`src/rtl/img_proc_pkg.sv`:
```
// Shared image-processing definitions: default frame geometry
// and the blob_centroid controller state encoding.
package img_proc_pkg;

  localparam int DEF_FRAME_W = 640;
  localparam int DEF_FRAME_H = 480;
  localparam int DEF_PIX_W   = 12;

  typedef logic [1:0] blob_state_t;

  localparam blob_state_t ST_IDLE  = 2'd0;
  localparam blob_state_t ST_DIV_X = 2'd1;
  localparam blob_state_t ST_DIV_Y = 2'd2;
  localparam blob_state_t ST_HOLD  = 2'd3;

endpackage

```
`src/rtl/seq_divider.sv`:
```
// Restoring unsigned divider, one quotient bit per cycle.
// The quotient is built in place of the dividend register.
module seq_divider #(
  parameter int DVD_W = 17,
  parameter int DVS_W = 6,
  parameter int QUO_W = 11
) (
  input  logic             clk,
  input  logic             rst_n,
  input  logic             start_i,
  input  logic [DVD_W-1:0] dividend_i,
  input  logic [DVS_W-1:0] divisor_i,
  output logic             busy_o,
  output logic             done_o,
  output logic [QUO_W-1:0] quotient_o
);

  localparam int CW = $clog2(DVD_W + 1);

  logic [DVD_W-1:0] dvd_q, dvd_d;
  logic [DVS_W-1:0] dvs_q, dvs_d;
  logic [DVS_W-1:0] rem_q, rem_d;
  logic [CW-1:0]    cnt_q, cnt_d;
  logic             busy_q, busy_d;
  logic             done_q, done_d;
  logic [DVS_W:0]   shifted;
  logic [DVS_W+1:0] diff;
  logic             qbit;

  always_comb begin
    shifted = {rem_q, dvd_q[DVD_W-1]};
    diff    = {1'b0, shifted} - {2'b00, dvs_q};
    qbit    = ~diff[DVS_W+1];
    dvd_d   = dvd_q;
    dvs_d   = dvs_q;
    rem_d   = rem_q;
    cnt_d   = cnt_q;
    busy_d  = busy_q;
    done_d  = 1'b0;
    if (busy_q) begin
      rem_d = qbit ? diff[DVS_W-1:0] : shifted[DVS_W-1:0];
      dvd_d = {dvd_q[DVD_W-2:0], qbit};
      cnt_d = cnt_q - CW'(1);
      if (cnt_q == CW'(1)) begin
        busy_d = 1'b0;
        done_d = 1'b1;
      end
    end else if (start_i) begin
      dvd_d  = dividend_i;
      dvs_d  = divisor_i;
      rem_d  = '0;
      cnt_d  = CW'(DVD_W);
      busy_d = 1'b1;
    end
  end

  always_ff @(posedge clk or negedge rst_n) begin
    if (!rst_n) begin
      dvd_q  <= '0;
      dvs_q  <= '0;
      rem_q  <= '0;
      cnt_q  <= '0;
      busy_q <= 1'b0;
      done_q <= 1'b0;
    end else begin
      dvd_q  <= dvd_d;
      dvs_q  <= dvs_d;
      rem_q  <= rem_d;
      cnt_q  <= cnt_d;
      busy_q <= busy_d;
      done_q <= done_d;
    end
  end

  assign busy_o     = busy_q;
  assign done_o     = done_q;
  assign quotient_o = dvd_q[QUO_W-1:0];

endmodule

```
`src/rtl/blob_centroid.sv`:
```
// Per-frame centroid, bounding box and hit count of pixels
// brighter than a threshold; result held until downstream accepts.
module blob_centroid
  import img_proc_pkg::*;
#(
  parameter int FRAME_W = DEF_FRAME_W,
  parameter int FRAME_H = DEF_FRAME_H,
  parameter int PIX_W   = DEF_PIX_W,
  parameter int COORD_W = 11
) (
  input  logic                iCLK,
  input  logic                iRST,
  input  logic [PIX_W-1:0]    iColor,
  input  logic                iDVAL,
  input  logic [PIX_W-1:0]    iThreshold,
  input  logic                iRDY,
  output logic [COORD_W-1:0]  oX,
  output logic [COORD_W-1:0]  oY,
  output logic [COORD_W-1:0]  oXmin,
  output logic [COORD_W-1:0]  oXmax,
  output logic [COORD_W-1:0]  oYmin,
  output logic [COORD_W-1:0]  oYmax,
  output logic [$clog2(FRAME_W*FRAME_H+1)-1:0] oCount,
  output logic                oFound,
  output logic                oDVAL,
  output logic                oDrop
);

  localparam int CNT_W = $clog2(FRAME_W * FRAME_H + 1);
  localparam int SUM_W = COORD_W + CNT_W;

  logic [COORD_W-1:0] x_q, x_d, y_q, y_d;
  logic [SUM_W-1:0]   sx_q, sx_d, sx_n, sy_q, sy_d, sy_n;
  logic [CNT_W-1:0]   cnt_q, cnt_d, cnt_n;
  logic [COORD_W-1:0] xmn_q, xmn_d, xmn_n, xmx_q, xmx_d, xmx_n;
  logic [COORD_W-1:0] ymn_q, ymn_d, ymn_n, ymx_q, ymx_d, ymx_n;

  logic [SUM_W-1:0]   ssx_q, ssx_d, ssy_q, ssy_d;
  logic [CNT_W-1:0]   scnt_q, scnt_d;
  logic [COORD_W-1:0] sxmn_q, sxmn_d, sxmx_q, sxmx_d;
  logic [COORD_W-1:0] symn_q, symn_d, symx_q, symx_d;
  logic [COORD_W-1:0] ox_q, ox_d, oy_q, oy_d;
  logic               drop_q, drop_d;
  blob_state_t        st_q, st_d;

  logic x_last, y_last, last, hit, first, snap_ok;
  logic div_start, div_busy, div_done;
  logic [SUM_W-1:0]   div_dvd;
  logic [COORD_W-1:0] div_quo;

  // Accumulation path; the in-flight pixel is folded into the *_n values.
  always_comb begin
    x_last = (x_q == COORD_W'(FRAME_W - 1));
    y_last = (y_q == COORD_W'(FRAME_H - 1));
    last   = iDVAL && x_last && y_last;
    hit    = iDVAL && (iColor > iThreshold);
    first  = (cnt_q == '0);
    sx_n   = sx_q;
    sy_n   = sy_q;
    cnt_n  = cnt_q;
    xmn_n  = xmn_q;
    xmx_n  = xmx_q;
    ymn_n  = ymn_q;
    ymx_n  = ymx_q;
    if (hit) begin
      sx_n  = sx_q + SUM_W'(x_q);
      sy_n  = sy_q + SUM_W'(y_q);
      cnt_n = cnt_q + CNT_W'(1);
      xmn_n = (first || x_q < xmn_q) ? x_q : xmn_q;
      xmx_n = (first || x_q > xmx_q) ? x_q : xmx_q;
      ymn_n = (first || y_q < ymn_q) ? y_q : ymn_q;
      ymx_n = (first || y_q > ymx_q) ? y_q : ymx_q;
    end
    x_d = x_q;
    y_d = y_q;
    if (iDVAL) begin
      x_d = x_last ? '0 : x_q + COORD_W'(1);
      if (x_last) y_d = y_last ? '0 : y_q + COORD_W'(1);
    end
    sx_d  = last ? '0 : sx_n;
    sy_d  = last ? '0 : sy_n;
    cnt_d = last ? '0 : cnt_n;
    xmn_d = last ? '0 : xmn_n;
    xmx_d = last ? '0 : xmx_n;
    ymn_d = last ? '0 : ymn_n;
    ymx_d = last ? '0 : ymx_n;
  end

  always_comb begin
    snap_ok = last && (st_q == ST_IDLE);
    st_d    = st_q;
    ssx_d   = ssx_q;
    ssy_d   = ssy_q;
    scnt_d  = scnt_q;
    sxmn_d  = sxmn_q;
    sxmx_d  = sxmx_q;
    symn_d  = symn_q;
    symx_d  = symx_q;
    ox_d    = ox_q;
    oy_d    = oy_q;
    drop_d  = drop_q | (last && (st_q != ST_IDLE));
    case (st_q)
      ST_IDLE: begin
        if (snap_ok) begin
          ssx_d  = sx_n;
          ssy_d  = sy_n;
          scnt_d = cnt_n;
          sxmn_d = xmn_n;
          sxmx_d = xmx_n;
          symn_d = ymn_n;
          symx_d = ymx_n;
          ox_d   = '0;
          oy_d   = '0;
          st_d   = (cnt_n != '0) ? ST_DIV_X : ST_HOLD;
        end
      end
      ST_DIV_X: begin
        if (div_done) begin
          ox_d = div_quo;
          st_d = ST_DIV_Y;
        end
      end
      ST_DIV_Y: begin
        if (div_done) begin
          oy_d = div_quo;
          st_d = ST_HOLD;
        end
      end
      ST_HOLD: begin
        if (iRDY) st_d = ST_IDLE;
      end
      default: st_d = ST_IDLE;
    endcase
  end

  // Divider restarts on DIV_Y entry, once the X done pulse has gone.
  assign div_start = ((st_q == ST_DIV_X) || (st_q == ST_DIV_Y))
                     && !div_busy && !div_done;
  assign div_dvd   = (st_q == ST_DIV_Y) ? ssy_q : ssx_q;

  seq_divider #(
    .DVD_W (SUM_W),
    .DVS_W (CNT_W),
    .QUO_W (COORD_W)
  ) u_div (
    .clk        (iCLK),
    .rst_n      (iRST),
    .start_i    (div_start),
    .dividend_i (div_dvd),
    .divisor_i  (scnt_q),
    .busy_o     (div_busy),
    .done_o     (div_done),
    .quotient_o (div_quo)
  );

  always_ff @(posedge iCLK or negedge iRST) begin
    if (!iRST) begin
      x_q    <= '0;
      y_q    <= '0;
      sx_q   <= '0;
      sy_q   <= '0;
      cnt_q  <= '0;
      xmn_q  <= '0;
      xmx_q  <= '0;
      ymn_q  <= '0;
      ymx_q  <= '0;
      ssx_q  <= '0;
      ssy_q  <= '0;
      scnt_q <= '0;
      sxmn_q <= '0;
      sxmx_q <= '0;
      symn_q <= '0;
      symx_q <= '0;
      ox_q   <= '0;
      oy_q   <= '0;
      drop_q <= 1'b0;
      st_q   <= ST_IDLE;
    end else begin
      x_q    <= x_d;
      y_q    <= y_d;
      sx_q   <= sx_d;
      sy_q   <= sy_d;
      cnt_q  <= cnt_d;
      xmn_q  <= xmn_d;
      xmx_q  <= xmx_d;
      ymn_q  <= ymn_d;
      ymx_q  <= ymx_d;
      ssx_q  <= ssx_d;
      ssy_q  <= ssy_d;
      scnt_q <= scnt_d;
      sxmn_q <= sxmn_d;
      sxmx_q <= sxmx_d;
      symn_q <= symn_d;
      symx_q <= symx_d;
      ox_q   <= ox_d;
      oy_q   <= oy_d;
      drop_q <= drop_d;
      st_q   <= st_d;
    end
  end

  assign oX     = ox_q;
  assign oY     = oy_q;
  assign oXmin  = sxmn_q;
  assign oXmax  = sxmx_q;
  assign oYmin  = symn_q;
  assign oYmax  = symx_q;
  assign oCount = scnt_q;
  assign oFound = (scnt_q != '0);
  assign oDVAL  = (st_q == ST_HOLD);
  assign oDrop  = drop_q;

endmodule
```
`config.mk`:
```
export PLATFORM = sky130hd
export DESIGN_NAME = blob_centroid
export DESIGN_NICKNAME = d
export VERILOG_FILES = /design/src/rtl/img_proc_pkg.sv /design/src/rtl/seq_divider.sv /design/src/rtl/blob_centroid.sv
export SDC_FILE = /design/constraint.sdc
export NUM_CORES = 1
export LEC_CHECK = 0
export CORE_MARGIN = 1.5
export CORE_UTILIZATION = 60
export CTS_BUF_LIST = sky130_fd_sc_hd__clkbuf_16
export DETAILED_ROUTE_END_ITERATION = 12
export GPL_TIMING_DRIVEN = 0
export HOLD_SLACK_MARGIN = 0.08
export PLACE_DENSITY = 0.91
export SLEW_MARGIN = 20
export SYNTH_ARGS = -nofsm -noshare
export SYNTH_HDL_FRONTEND = slang
export SYNTH_HIERARCHICAL = 1
export SYNTH_SLANG_ARGS = --single-unit
```
`constraint.sdc`:
```
create_clock -name iCLK -period 5.1 [get_ports iCLK]
set_input_delay 1.53 -clock iCLK [delete_from_list [all_inputs] [get_ports iCLK]]
set_output_delay 1.53 -clock iCLK [all_outputs]
set_load 0.03 [all_outputs]
```
# --- Yosys cells after proc, flatten, opt, wreduce, memory -nomap -nowiden ---
# Index checks and enable logic that the tools add are counted.
word_totals:
  reg_bits: 368
  wordCells: 122
  mem_bits_ro: 0
  mem_count: 0
  mem_bits_rw: 0
  input_bits: 28
  out_inout_bits: 88
  latch_bits: 0
classes:
  n_eq_ne: 10
  mul: 0
  n_reduce_logical: 28
  muxes: 43
  addsub: 7
  shifts: 0
  order_cmp: 5
  n_div: 0
  bitwise: 3
op_table:
  columns: ["op", "count"]
  rows:
  - ["$mux W30", 7]
  - ["$mux W11", 16]
  - ["$mux W19", 5]
  - ["$add A30 B11 Y30", 2]
  - ["$pmux W11 S2", 2]
  - ["$reduce_bool A19 Y1", 2]
  - ["$add A11 B1 Y11 const B", 2]
  - ["$gt A11 B11 Y1", 2]
  - ["$lt A11 B11 Y1", 2]
  - ["$sub A20 B19 Y21", 1]
  - ["$add A19 B1 Y19 const B", 1]
  - ["$logic_not A19 Y1", 1]
  - ["$gt A12 B12 Y1", 1]
  - ["$eq A11 B10 Y1 const B", 1]
  - ["$eq A11 B9 Y1 const B", 1]
  - ["$mux W2", 5]
  - ["$mux W5", 2]
  - ["$pmux W2 S4", 1]
  - ["$reduce_bool A2 Y1", 4]
  - ["$logic_and A1 B1 Y1", 7]
  - ["$reduce_and A2 Y1", 3]
  - ["$reduce_and A3 Y1", 2]
  - ["$eq A5 B1 Y1 const B", 1]
  - ["$logic_or A1 B1 Y1", 5]
  - ["11 further kinds", 20]

# --- Logic depth before layout (Yosys ltp) ---
# Gate-level depths: netlist of the first run.
depth:
  word_depth: 7
  ltp_mapped: 13
  depth_no_buf: 12

# --- Cells and area by module ---
# The synthesis of the first run kept the hierarchy.
modules_own_cells:
  columns: ["module", "n_inst", "cells_per_inst", "seq_area_each_um2", "area_per_inst_um2"]
  rows:
  - ["blob_centroid", 1, 1556, 7332.0, 15055.7]
  - ["seq_divider", 1, 461, 1876.8, 4265.3]

# --- Worst setup path before layout of the first run ---
# OpenSTA, ideal clock, no wires.
synth_path:
  path_kind: "input to register"
  startpoint: "input port iThreshold[10]"
  endpoint: "register st_q[1]"
  setup_time_ns: 0.095
  stages: 12
  required_ns: 5.005
  n_path_buf: 1
  path_slack_ns: 1.312
  arrival_time_ns: 3.693
  path_cell_list: "inv_1 > ha_1 > a21oi_1 > nand2_1 > a221o_1 > o211a_1 > and3_1 > clkbuf_1 > a211oi_1 > o2111a_1 > nand4_1 > o31ai_1"
synth_via:
  elab_chain_len: 7
synth_rtl:
  columns: ["item", "line", "source"]
  rows:
  - ["start, declared", "blob_centroid.sv:15", "input logic [PIX_W-1:0] iThreshold,"]
  - ["$gt A12 B12 Y1", "blob_centroid.sv:56", "hit = iDVAL && (iColor > iThreshold);"]
  - ["$logic_and A1 B1 Y1", "blob_centroid.sv:56", null]
  - ["$mux W19", "blob_centroid.sv:65", "if (hit) begin"]
  - ["$reduce_bool A19 Y1", "blob_centroid.sv:114", "st_d = (cnt_n != '0) ? ST_DIV_X : ST_HOLD;"]
  - ["$mux W2", "blob_centroid.sv:114", null]
  - ["$mux W2", "blob_centroid.sv:104", "if (snap_ok) begin"]
  - ["$pmux W2 S4", "blob_centroid.sv:102", "case (st_q)"]
  - ["end signal, assigned", "blob_centroid.sv:198", "st_q <= st_d;"]
  - ["end, declared", "blob_centroid.sv:44", "blob_state_t st_q, st_d;"]
# Every way passes these cells. The select of a mux whose other input is x is not followed.
# A chain may end at the register's enable or synchronous reset.

# --- Final worst setup path of the first run ---
layout_path:
  startpoint: "input port iThreshold[7]"
  endpoint: "register scnt_q[1] (netlist: oCount[1])"
layout_via:
  elab_chain_len: 3
layout_rtl:
  columns: ["item", "line", "source"]
  rows:
  - ["$gt A12 B12 Y1", "blob_centroid.sv:56", null]
  - ["$logic_and A1 B1 Y1", "blob_centroid.sv:56", null]
  - ["$mux W19", "blob_centroid.sv:65", null]
  - ["end signal, assigned", "blob_centroid.sv:190", "scnt_q <= scnt_d;"]
  - ["end, declared", "blob_centroid.sv:39", "logic [CNT_W-1:0] scnt_q, scnt_d;"]
# Every way passes these cells.

==> metrics.csv, run 1 <==
metric,value,unit
outcome,"complete, no violations",
vias,16471,
clock_skew,0.0321,ns
layout_setup_ws,0.0165,ns
gp_congestion,0.913,
max_slew_margin,34.8,%
yosysSeqAreaShare,47.7,%
syn_avg_cell_area,9.58,um2
wl,53300,um
die_h,182,um
clock_latency,0.55,ns
cts_buffers,39,
swShare,36.5,%
cap_violations,0,
nNetsFinal,2312,
critPathMostFrequentCell,o21ai_0,
layout-drive-gt1-share,6.76,%
design.core.area,31600,um2
yosysTopAreaCell,dfrtp_1,
synthCells,2017,
cp.required,5.47,ns
drcViolationCount,0,
path_buf_inv,4,
worstMarginPinSlew,0.979,ns
cts.htree.levels,2,
whs,0.475,ns
ys_types,82,
drt_iter0_drc,1825,
cts_resized,0,
place_area,21100,um2
yosys-top-cells-count,"dfrtp_1 (368), nand2_1 (282), o21ai_0 (210), nor2_1 (185), inv_1 (114)",
instances_no_fill,2605,
grt_pass1_vias,17178,
path_clk_slew,0.06,ns
pin_count,116,
syn2layout_area_growth,15.6,%
cts_setup_buffers,0,
p_seq_share,36.8,%
wire_per_inst,20.5,um
dp_slack,-0.127,ns
routed.top_layer,met4,
synth_seq_cells,368,
finalSetupViolations,0,
fin_crit_sh,99.7,%
worstPathArrival,5.46,ns
place_hpwl,36100,um
clkPwrFrac,28.4,%
grt-ovfl-total,0,
crit_family,buffers and inverters,
final_cell_area,22300,um2
n_antenna_cell,0,
ys.flop_type,dfrtp_1,
worst-path-max-fanout,10,
fin_total_pwr,10100,uW
yosys-top-cells-area,"dfrtp_1 (48%), ha_1 (6.8%), nand2_1 (5.5%)",
met2_length,24800,um
ant_nets,0,
cts.sinks,368,
port_buffers,115,
worstSetupPathType,in -> reg,
dieArea,33300,um2
power_switching,3700,uW
yosysMostFrequentCell,dfrtp_1,
cts-root-buf,clkbuf_16,
powerDensity,453,nW/um2
syn_area,19300,um2
grt_max_degree,106,
grt_pass1_wl,86600,um
ctsHoldBuffers,0,
cpMaxStageDelayCell,buf_1,
yosys_warnings,6,
hold_class,reg -> reg,
end_kind,flop,
gr-usage-all-layers,32.6,%
vias_per_cell,6.32,
wl_met1,20300,um
period_needed,5.08,ns
startpoint_type,primary input,
comb_power_share,34.8,%
start_util,61.1,%
crit_chain,"clkdlybuf4s50_1, inv_1, ha_1, a21oi_1, o21ai_0, a221o_1, o211ai_1, buf_2, buf_1, mux2i_1, o21ai_0",
max_freq,0.197,GHz
dr_wl_met3,5000,um
leakagePower,0.0100,uW
rsz0062_at_grt,false,
hold_viol,0,
clockBufferDepth,3,
p_int,6430,uW
dp_cells,2537,
synth_edf_count,0,
syn-num-nets,2153,
yosysTopAreaCellShare,47.7,%
first_pass_iters,5,
peakVddDrop,0.000303,V
rows,65,
cts_tree,yes,
die_w,182,um
async_flop_share,100,%
antenna_found_initial,0,
slew_viol_final,0,
cpPeakStageDelay,0.61,ns
nFillCells,2074,
[placed cells by master, fill, tap and decap left out, drive strengths merged, types with 7 or more instances in the layout]
master and n:
dfrtp 368, nand2 282, o21ai 223, nor2 185
inv 119, clkbuf 115, clkdlybuf4s50 114, ha 105
mux2i 90, xnor2 67, nand3 63, a21oi 59
buf 44, nor3 40, xor2 38, mux2 34
a21o 20, and3 19, nand4 19, clkinv 16
o31ai 14, a211oi 14, nand2b 13, a22o 12
nor2b 10, o21a 10, nor4 9, nor3b 8
a32oi 8, o211ai 8, and2 7
[flip-flops by register name, summed over array words and instances (netlist names), 2 cells and up]
name	flops
ymx_q	11
oYmin	11
oXmin	11
xmn_q	11
sy_q	30
oXmax	11
sx_q	30
ymn_q	11
u_div/dvd_q	30
st_q	2
ssy_q	30
cnt_q	19
u_div/rem_q	19
oY	11
oX	11
y_q	11
ssx_q	30
u_div/cnt_q	5
oCount	19
u_div/dvs_q	19
xmx_q	11
oYmax	11
x_q	11
[layout make-up]
class | instances | area, um2 | area share [%]
Timing Repair Buffer | 118 | 1240 | 5.55
Tap cell | 402 | 503 | 2.25
Clock inverter | 27 | 246 | 1.10
Clock buffer | 41 | 1030 | 4.59
Inverter | 114 | 428 | 1.92
Buffer | 114 | 559 | 2.50
Multi-Input combinational cell | 1421 | 9130 | 40.9
Sequential cell | 368 | 9210 | 41.2
[metrics by stage]
stage                     utilization [%]  TNS (ns)
final                                70.6         0
after global routing                 70.6         0
after CTS                            70.6         0
after detailed placement             66.6    -0.922
after global placement               66.3  -4707.25
after floorplan                         -         0
[worst register-to-register path, stage by stage (launching register included)]
cell	delay [ns]
dfrtp_1	0.44
clkbuf_1	0.22
nor4b_2	0.32
nand2_1	0.15
nor3_4	0.41
and4_1	0.28
clkbuf_1	0.21
clkbuf_1	0.74
clkbuf_1	0.66
nor2_1	0.18
[power groups by stage]
stage	registers (uW)	logic [uW]	clock network [uW]
finish	3730	3530	2870
global route	3760	3870	3000
CTS	3700	3450	2870
detailed placement	3740	3380	0
global placement	3720	3180	0
floorplan	3690	2460	0
[worst paths after layout]
kind                               startpoint         to  slack [ns]  depth (start not counted)
worst max-delay path            iThreshold[7]  oCount[1]        0.02                         11
worst min-delay path                    oY[1]      oY[1]        0.48                          2
worst max register to register         x_q[7]    sy_q[4]        1.32                          9
worst min register to register          oY[1]      oY[1]        0.48                          2
max in group asynchronous                iRST   sx_q[19]        3.26                          2
min in group asynchronous                iRST   oYmax[4]        0.94                          1
[metal layers]
layer,global-route usage (%),up-vias
met5,0,-
met4,19.6,0
met3,6.71,276
met2,52.8,1036
met1,40.6,7931
li1,-,7228
[kinds of logic (layout without fill, tap and decap cells)]
kind of cell | Yosys count | count (layout) | synth area share, %
AO/OA/AOI/OAI | 407 | 407 | 12.8
XOR/XNOR | 105 | 105 | 4.76
adder cells (fa/ha/maj) | 108 | 108 | 7.11
buffers and inverters | 228 | 414 | 5.11
flip-flops | 368 | 368 | 47.7
multiplexers | 124 | 124 | 6.64
AND/OR/NAND/NOR | 677 | 677 | 15.9
No activity file was read; power rests on OpenSTA's default activity.
==> inputs of run 2 (changes only) <==
--- a/config.mk
+++ b/config.mk
@@ -7,7 +7,7 @@
 export LEC_CHECK = 0
 export CORE_MARGIN = 1.5
 export CORE_UTILIZATION = 60
-export CTS_BUF_LIST = sky130_fd_sc_hd__clkbuf_16
+export CTS_BUF_LIST = sky130_fd_sc_hd__clkbuf_4 sky130_fd_sc_hd__clkbuf_8 sky130_fd_sc_hd__clkbuf_16
 export DETAILED_ROUTE_END_ITERATION = 12
 export GPL_TIMING_DRIVEN = 0
 export HOLD_SLACK_MARGIN = 0.08
==> run 2 against run 1 <==
Compared with the run above:
- clock skew decreased by 0.0045 ns
- sequential share of layout area is 0.14 points lower
- via count grew 0.27%
- register-to-register slack better by 0.03 ns
- largest cell class unchanged
- highest routed layer unchanged
- global-route usage up 0.23 points
- clock power grew 5%
- clock-buffer cell count grew 10
- core utilization up 0.24 points
- wire length rose by 0.54%
- cell area up 0.34%
==> metrics.csv, run 2 (same netlist as run 1, synthesis figures left out) <==
metric,value,unit,change
outcome,"complete, no violations",,
finalSetupViolations,0,,unchanged
powerDensity,458,nW/um2,+0.97%
cp.required,5.52,ns,+0.05 ns
cpPeakStageDelay,0.52,ns,-0.09 ns
antenna_found_initial,0,,unchanged
vias,16516,,+0.27%
max_freq,0.197,GHz,+0.28%
fin_tns_setup,0,ns,unchanged
grt_pass1_vias,17183,,+0.029%
nNetsFinal,2312,,unchanged
cts_tree,yes,,
grt-ovfl-total,0,,unchanged
worstSetupPathType,in -> reg,,
rsz0062_at_grt,false,,
fin_total_pwr,10300,uW,+1.3%
wire_per_inst,20.6,um,+0.54%
start_util,61.1,%,unchanged
clock_latency,0.55,ns,about the same
design.core.area,31600,um2,unchanged
max_slew_margin,35.2,%,+0.47 points
nFillCells,2060,,-0.68%
hold_class,reg -> reg,,
mostFrequentLayoutCell,dfrtp_1,,
worst-path-max-fanout,10,,unchanged
crit_family,compound AO/OA/AOI/OAI gates,,
ant_nets,0,,unchanged
drcViolationCount,0,,unchanged
drt_iter0_drc,1817,,-0.44%
hold_viol,0,,unchanged
syn2layout_area_growth,16.0,%,
gp_congestion,0.913,,unchanged
die_w,182,um,unchanged
rows,65,,unchanged
period_needed,5.07,ns,-0.0140 ns
gr-usage-all-layers,32.9,%,+0.23 points
cts_setup_buffers,0,,unchanged
cap_violations,0,,unchanged
slew_viol_final,0,,unchanged
final_cell_mix,"dfrtp_1 (368), nand2_1 (282), o21ai_0 (210)",,
die_h,182,um,unchanged
peakVddDrop,0.000300,V,-0.90%
cts.sinks,368,,unchanged
grt_pass1_wl,87300,um,+0.87%
dieArea,33300,um2,unchanged
crit_chain,"clkdlybuf4s50_1, inv_1, ha_1, a21oi_1, o21ai_0, a221o_1, o211ai_1, buf_2, buf_2, buf_1, a21oi_1, o21ai_0",,
vias_per_cell,6.34,,+0.27%
clockBufferDepth,3,,unchanged
startpoint_type,primary input,,
path_buf_inv,5,,+1
fin_crit_sh,99.4,%,-0.27 points
clock_skew,0.0276,ns,-0.00450 ns
layout-drive-gt1-share,7.22,%,+0.45 points
n_antenna_cell,0,,unchanged
ctsHoldBuffers,0,,unchanged
end_kind,flop,,
cts.htree.levels,2,,unchanged
port_buffers,115,,unchanged
pin_count,116,,unchanged
cts-root-buf,clkbuf_16,,
path_clk_slew,0.06,ns,about the same
place_hpwl,36100,um,unchanged
worstPathArrival,5.49,ns,+0.03 ns
cts_resized,0,,unchanged
cts_buffers,39,,unchanged
first_pass_iters,10,,+5
leakagePower,0.0101,uW,+0.31%
cpMaxStageDelayCell,buf_1,,
grt_max_degree,106,,unchanged
wl,53600,um,+0.54%
worstMarginPinSlew,0.966,ns,-0.0123 ns
==> run 2: per-layer routing <==
metal / share of wire (%) / vias up / track usage, %
met5: 0 / - / 0
li1: - / 7235 / -
met3: 8.9 / 290 / 6.23
met1: 38 / 7944 / 41.1
met4: 6.0 / 0 / 19.1
met2: 47 / 1047 / 53.6
==> run 2: worst min-delay path, stage by stage, from the launching register on <==
cell	delay, ns
dfrtp_1	0.34
nand2_1	0.04
o21ai_0	0.06
==> run 2: per-stage QoR <==
| stage | setup slack [ns] | util (%) | std cells | hold slack, ns | area (um2) |
|---|---|---|---|---|---|
| 2_1_floorplan | 1.31 | - | 2017 | 0.444 | 19300 |
| 3_3_place_gp | -12.82 | 66.3 | 2534 | 0.456 | 21000 |
| 3_5_place_dp | -0.127 | 66.6 | 2537 | 0.466 | 21100 |
| 4_1_cts | 0.234 | 70.8 | 2605 | 0.481 | 22400 |
| 5_1_grt | 0.0262 | 70.8 | 2605 | 0.515 | 22400 |
| 6_report | 0.0305 | 70.8 | 2605 | 0.475 | 22400 |
==> run 2: final cells by class <==
cell class	count	area (um2)	area share, %
buffer	114	559	2.50
timing repair buffer	118	1240	5.53
multi-input combinational	1421	9130	40.7
clock buffer	51	1140	5.08
inverter	114	428	1.91
sequential	368	9210	41.1
clock inverter	17	209	0.932
tap	402	503	2.24
==> run 2: report_power, final <==
group          internal, uW  total [uW]  switching, uW  leakage, uW
registers              3340        3730            384      0.00497
clock network          1780        3000           1220     0.000673
logic                  1420        3540           2110      0.00442
total                  6550       10300           3710       0.0101
==> run 2: worst paths after layout <==
kind | from | end | slack (ns) | depth (start not counted)
min reg2reg | oY[1] | oY[1] | 0.48 | 2
min in group asynchronous | iRST | oYmax[4] | 0.93 | 1
max in group asynchronous | iRST | ssx_q[23] | 3.26 | 2
max | iThreshold[7] | ssx_q[8] | 0.03 | 12
min | oY[1] | oY[1] | 0.48 | 2
max reg2reg | x_q[7] | sy_q[4] | 1.35 | 9
